==> config.mk <==
export PLATFORM = sky130hd
export DESIGN_NAME = sync_fifo_th
export DESIGN_NICKNAME = d
export VERILOG_FILES = /design/src/rtl/fifo_pkg.sv /design/src/rtl/sync_fifo_th_mem.sv /design/src/rtl/sync_fifo_th.sv
export SDC_FILE = /design/constraint.sdc
export NUM_CORES = 1
export LEC_CHECK = 0
export CORE_ASPECT_RATIO = 1.5
export CORE_MARGIN = 2
export CORE_UTILIZATION = 25
export CTS_BUF_LIST = sky130_fd_sc_hd__clkbuf_8 sky130_fd_sc_hd__clkbuf_16
export CTS_CLUSTER_SIZE = 28
export DETAILED_ROUTE_END_ITERATION = 6
export GPL_ROUTABILITY_DRIVEN = 1
export PLACE_DENSITY = 0.43
export SLEW_MARGIN = 20
export SYNTH_ARGS = -nofsm -noshare
export SYNTH_HDL_FRONTEND = slang
export SYNTH_HIERARCHICAL = 1
export SYNTH_SLANG_ARGS = --single-unit
==> constraint.sdc <==
create_clock -name clk -period 2.9 [get_ports clk]
set_input_delay 0.58 -clock clk [delete_from_list [all_inputs] [get_ports clk]]
set_output_delay 0.58 -clock clk [all_outputs]
set_load 0.01 [all_outputs]
==> src/rtl/fifo_pkg.sv <==
// Shared sizing helpers for the synchronous threshold FIFO family.
package fifo_pkg;

  localparam int FIFO_DP_MAX = 256;

  // Bits needed to hold a count in 0..dp inclusive.
  function automatic int fifo_cnt_w(input int dp);
    return $clog2(dp + 1);
  endfunction

endpackage

==> src/rtl/sync_fifo_th_mem.sv <==
// W x DP storage for sync_fifo_th: one synchronous write port, one asynchronous read port.
// Kept separate so it can be replaced by an SRAM macro wrapper.
module sync_fifo_th_mem #(
  parameter int W  = 8,
  parameter int DP = 4,
  parameter int AW = $clog2(DP)
) (
  input  logic          clk,
  input  logic          we,
  input  logic [AW-1:0] waddr,
  input  logic [W-1:0]  wdata,
  input  logic [AW-1:0] raddr,
  output logic [W-1:0]  rdata
);

  logic [W-1:0] mem_q [DP];

  // No reset: contents are only observable after being written.
  always_ff @(posedge clk) begin
    if (we) begin
      mem_q[waddr] <= wdata;
    end
  end

  assign rdata = mem_q[raddr];

endmodule

==> src/rtl/sync_fifo_th.sv <==
// Single-clock FIFO, any depth 2..256, programmable almost-full/empty, flush, sticky errors.
// Optional high-water mark enabled by defining SYNC_FIFO_TH_PEAK_EN.
module sync_fifo_th
  import fifo_pkg::*;
#(
  parameter int W  = 8,
  parameter int DP = 4,
  parameter int AW = $clog2(DP),
  parameter int CW = fifo_cnt_w(DP)
) (
  input  logic          clk,
  input  logic          reset_n,
  input  logic          flush,
  input  logic [CW-1:0] cfg_afull_th,
  input  logic [CW-1:0] cfg_aempty_th,
  input  logic          wr_en,
  input  logic [W-1:0]  wr_data,
  output logic          full,
  output logic          afull,
  output logic [CW-1:0] wr_free_cnt,
  input  logic          rd_en,
  output logic [W-1:0]  rd_data,
  output logic          empty,
  output logic          aempty,
  output logic [CW-1:0] rd_aval_cnt,
  input  logic          err_clr,
  output logic          ovf_err,
  output logic          udf_err,
  input  logic          peak_clr,
  output logic [CW-1:0] peak_level
);

  if (DP < 2 || DP > FIFO_DP_MAX) begin : g_bad_dp
    $error("sync_fifo_th: DP out of range");
  end

  logic [AW-1:0] wr_ptr_q, wr_ptr_d;
  logic [AW-1:0] rd_ptr_q, rd_ptr_d;
  logic [CW-1:0] level_q, level_d;
  logic          ovf_q, ovf_d;
  logic          udf_q, udf_d;
  logic          wr_acc, rd_acc;

  // Full with a simultaneous read frees a slot in the same cycle, so the write is taken.
  assign wr_acc = wr_en & (~full | rd_en) & ~flush;
  assign rd_acc = rd_en & ~empty & ~flush;

  always_comb begin
    wr_ptr_d = wr_ptr_q;
    rd_ptr_d = rd_ptr_q;
    level_d  = level_q;
    if (flush) begin
      wr_ptr_d = '0;
      rd_ptr_d = '0;
      level_d  = '0;
    end else begin
      if (wr_acc) begin
        wr_ptr_d = (wr_ptr_q == AW'(DP - 1)) ? '0 : wr_ptr_q + AW'(1);
      end
      if (rd_acc) begin
        rd_ptr_d = (rd_ptr_q == AW'(DP - 1)) ? '0 : rd_ptr_q + AW'(1);
      end
      if (wr_acc && !rd_acc) begin
        level_d = level_q + CW'(1);
      end else if (rd_acc && !wr_acc) begin
        level_d = level_q - CW'(1);
      end
    end
  end

  // A new error in the same cycle as err_clr must not be lost.
  always_comb begin
    ovf_d = ovf_q;
    udf_d = udf_q;
    if (err_clr) begin
      ovf_d = 1'b0;
      udf_d = 1'b0;
    end
    if (wr_en && !wr_acc && !flush) begin
      ovf_d = 1'b1;
    end
    if (rd_en && empty && !flush) begin
      udf_d = 1'b1;
    end
  end

  always_ff @(posedge clk or negedge reset_n) begin
    if (!reset_n) begin
      wr_ptr_q <= '0;
      rd_ptr_q <= '0;
      level_q  <= '0;
      ovf_q    <= 1'b0;
      udf_q    <= 1'b0;
    end else begin
      wr_ptr_q <= wr_ptr_d;
      rd_ptr_q <= rd_ptr_d;
      level_q  <= level_d;
      ovf_q    <= ovf_d;
      udf_q    <= udf_d;
    end
  end

  assign full        = (level_q == CW'(DP));
  assign empty       = (level_q == '0);
  assign afull       = (level_q >= cfg_afull_th);
  assign aempty      = (level_q <= cfg_aempty_th);
  assign wr_free_cnt = CW'(DP) - level_q;
  assign rd_aval_cnt = level_q;
  assign ovf_err     = ovf_q;
  assign udf_err     = udf_q;

`ifdef SYNC_FIFO_TH_PEAK_EN
  logic [CW-1:0] peak_q, peak_d;

  always_comb begin
    peak_d = peak_q;
    if (peak_clr) begin
      peak_d = level_d;
    end else if (level_d > peak_q) begin
      peak_d = level_d;
    end
  end

  always_ff @(posedge clk or negedge reset_n) begin
    if (!reset_n) begin
      peak_q <= '0;
    end else begin
      peak_q <= peak_d;
    end
  end

  assign peak_level = peak_q;
`else
  // Masking with peak_clr keeps the otherwise-ignored input connected; result is always 0.
  assign peak_level = {CW{1'b0}} & {CW{peak_clr}};
`endif

  sync_fifo_th_mem #(
    .W  (W),
    .DP (DP),
    .AW (AW)
  ) u_mem (
    .clk   (clk),
    .we    (wr_acc),
    .waddr (wr_ptr_q),
    .wdata (wr_data),
    .raddr (rd_ptr_q),
    .rdata (rd_data)
  );

endmodule

==> results of run 1 <==
## final cells by class
type	count	area (µm²)
repair buffers	43	419
clock buffers	5	125
clock inverters	2	35.0
multi-input cells	72	658
fillers	735	4970
inverters	11	41.3
well taps	102	128
flip-flops and latches	41	1190
## flip-flops by register name, summed over array words and instances, names as in the netlist
| name | flops |
|---|---|
| ovf_err | 1 |
| udf_err | 1 |
| wr_ptr_q | 2 |
| u_mem/mem_q | 32 |
| rd_aval_cnt | 3 |
| rd_ptr_q | 2 |
## cell usage in the layout (no fill, tap or decap), drive strengths merged, types with 3 or more instances in the layout
cell and n:
edfxtp 32, nand2b 3, conb 3, nand2 6, nor3b 4, ha 11
clkdlybuf4s50 38, mux4 8, dfrtp 9, o21ai 5, nor2 3, nor3 4
inv 11, a21oi 6, clkbuf 5, buf 4
## worst reg2reg max path: stages (launching register included)
cell     delay, ns
dfrtp_1       0.41
inv_1         0.14
ha_1          0.25
ha_1          0.27
nor2b_1       0.27
nor3_1        0.11
fa_1          0.52
nor3b_1       0.19
a21oi_1       0.05
o21ai_0       0.19
a21oi_1       0.07
## power groups by stage
stage / sequential (mW) / combinational, mW / clock [mW]
global route: 0.712 / 0.544 / 0.634
global placement: 0.716 / 0.495 / 0
detailed placement: 0.719 / 0.503 / 0
CTS: 0.707 / 0.503 / 0.616
floorplan: 0.712 / 0.282 / 0
finish: 0.705 / 0.493 / 0.594
## final timing paths
kind | start | to | slack (ns) | cells past startpoint
max | cfg_afull_th[0] | afull | 0.10 | 6
min | udf_err$_DFFE_PN0P_ | udf_err$_DFFE_PN0P_ | 0.54 | 2
max reg2reg | rd_aval_cnt[0]$_DFFE_PN0P_ | rd_aval_cnt[1]$_DFFE_PN0P_ | 0.29 | 10
min reg2reg | udf_err$_DFFE_PN0P_ | udf_err$_DFFE_PN0P_ | 0.54 | 2
max in group asynchronous | reset_n | rd_aval_cnt[2]$_DFFE_PN0P_ | 1.97 | 1
min in group asynchronous | reset_n | udf_err$_DFFE_PN0P_ | 0.62 | 1
## metal layers
metal	vias up	wire [µm]
li1	565	-
met1	567	1570
met2	38	1870
met3	4	174
met4	0	54
met5	-	0
## through the flow
stage | TNS [ns] | hold WS, ns | setup WS, ns | cell area (µm²)
floorplan | 0 | 0.284 | 0.469 | 1940
global placement | -0.0262 | 0.529 | -0.0262 | 2430
detailed placement | -0.0323 | 0.526 | -0.0323 | 2430
CTS | 0 | 0.540 | 0.0941 | 2590
global route | 0 | 0.584 | 0.0359 | 2590
finish | 0 | 0.535 | 0.100 | 2590
## what timing repair did
action,CTS,global route
resized for setup,1,0
endpoints found under the setup margin,1,0
hold buffers,0,0
## cell families after synthesis
| kind of cell | share of synthesized area |
|---|---|
| simple gates | 0.104 |
| other cells | 0.00194 |
| fa+ha+maj | 0.0816 |
| mux | 0.0932 |
| xor+xnor | 0.00453 |
| flops | 0.614 |
| compound gates | 0.0511 |
| buf+inv | 0.0498 |
==> results.sh, run 1 <==
export IMPL_clk_pin_slew_ns=0.05
export IMPL_postCtsSetupBuffers=0
export IMPL_synth_edf_count=32
export IMPL_wl_um=3670
export IMPL_hpwl_um=2660
export IMPL_netlist_top_cells_count="32 x edfxtp_1, 11 x ha_1, 11 x inv_1"
export IMPL_intPower_mw=1.35
export IMPL_numCtsBuffers=5
export IMPL_hold_viol_final=0
export IMPL_placementRows=39
export IMPL_top_usage_layer="met2"
export IMPL_viasPerCell=4.25
export IMPL_switching_share=0.248
export IMPL_critPathRequiredTime_ns=2.32
export IMPL_synth_ff_type="edfxtp_1"
export IMPL_yosysMostFrequentCell="edfxtp_1"
export IMPL_grt_use_total=0.0928
export IMPL_synthTopCellsByArea="edfxtp_1 50%, dfrtp_1 12%, mux4_2 9.3%, ha_1 7.1%, inv_1 2.1%"
export IMPL_synth_top_area_frac=0.497
export IMPL_setup_viol=0
export IMPL_p_clk_frac=0.331
export IMPL_p_leak_nw=0.975
export IMPL_dr_pass1_iters=2
export IMPL_p_total_mw=1.79
export IMPL_syn_to_final_growth_pct=34.1
export IMPL_drive_gt1_frac=0.132
export IMPL_drv_slew=0
export IMPL_ys_warn_count=6
export IMPL_ys_seq_area_frac=0.614
export IMPL_netlist_area_um2=1930
export IMPL_n_antenna_cell=0
export IMPL_routed_via_count=1174
export IMPL_grt_pass1_wl_um=5950
export IMPL_critPathKind="in2out"
export IMPL_port_buffers=39
export IMPL_startpoint_type="input port"
export IMPL_fin_cells=276
export IMPL_critPathSlowestCell="clkdlybuf4s50_1"
export IMPL_dieArea_um2=8470
export IMPL_grt_overflow=0
export IMPL_fp_dieH_um=112
export IMPL_gr_usage_met1=0.108
export IMPL_die_w_um=75.8
export IMPL_rsz0062_at_grt="false"
export IMPL_critPathArrivalTime_ns=2.22
export IMPL_clk_latency_ns=0.27
export IMPL_grt_max_degree=13
export IMPL_slowest_delay_ns=0.47
export IMPL_cts_tree="done"
export IMPL_clock_sinks=41
export IMPL_critPathMaxFanout=1
export IMPL_yosysTopAreaCell="edfxtp_1"
export IMPL_end_kind="output pin"
export IMPL_use_met2=0.159
export IMPL_max_freq_ghz=0.357
export IMPL_syn_avg_cell_area_um2=14.9
export IMPL_syn_inst=130
export IMPL_switchingPower_mw=0.444
export IMPL_cts_htree_levels=2
export IMPL_nets=207
export IMPL_worst_path_buf_inv=2
export IMPL_grt_pass1_vias=1262
export IMPL_status="finished, final reports clean"
export IMPL_antenna_found_initial=0
export IMPL_antenna_left=0
export IMPL_cp_cell_sequence="clkdlybuf4s50_1 -> ha_1 -> nand2b_1 -> a21o_1 -> a21o_1 -> clkdlybuf4s50_1"
export IMPL_finalCritPeriodShare=0.966
export IMPL_p_per_area_nw_per_um2=691
export IMPL_drc=0
export IMPL_first_iter_violations=38
export IMPL_ys_ff_latch=41
export IMPL_synth_async_sr_flop_share=0.220
export IMPL_cp_top_family="buffers and inverters"
export IMPL_wl_per_cell_um=13.3
export IMPL_gp_congestion=0.806
export IMPL_finalCriticalPeriod_ns=2.80
export IMPL_use_met3=0.0244
export IMPL_clock_skew_ns=0.00249
export IMPL_dp_cells=269
export IMPL_power_frac_comb=0.275
export IMPL_clk_path_buf_depth=2
export IMPL_seqPwrFrac=0.393
export IMPL_coreArea_um2=7560
export IMPL_initial_core_util=0.256
export IMPL_hp_class="reg2reg"
export IMPL_cap_violations=0
export IMPL_peakVddDrop_mv=0.388
export IMPL_io_pins=44
export IMPL_cts_root_buf="clkbuf_16"
export IMPL_final_core_util=0.343
export IMPL_yosys_cell_types_count=35
No activity file was read; power rests on OpenSTA's default activity.
==> run 2: changes to the inputs <==
--- a/config.mk
+++ b/config.mk
@@ -13,7 +13,7 @@
 export DETAILED_ROUTE_END_ITERATION = 6
 export GPL_ROUTABILITY_DRIVEN = 1
 export PLACE_DENSITY = 0.43
-export SLEW_MARGIN = 20
+export SLEW_MARGIN = 40
 export SYNTH_ARGS = -nofsm -noshare
 export SYNTH_HDL_FRONTEND = slang
 export SYNTH_HIERARCHICAL = 1
==> results of run 2 <==
Same layout as run 1: the final DEF is identical, and so are final timing and power.
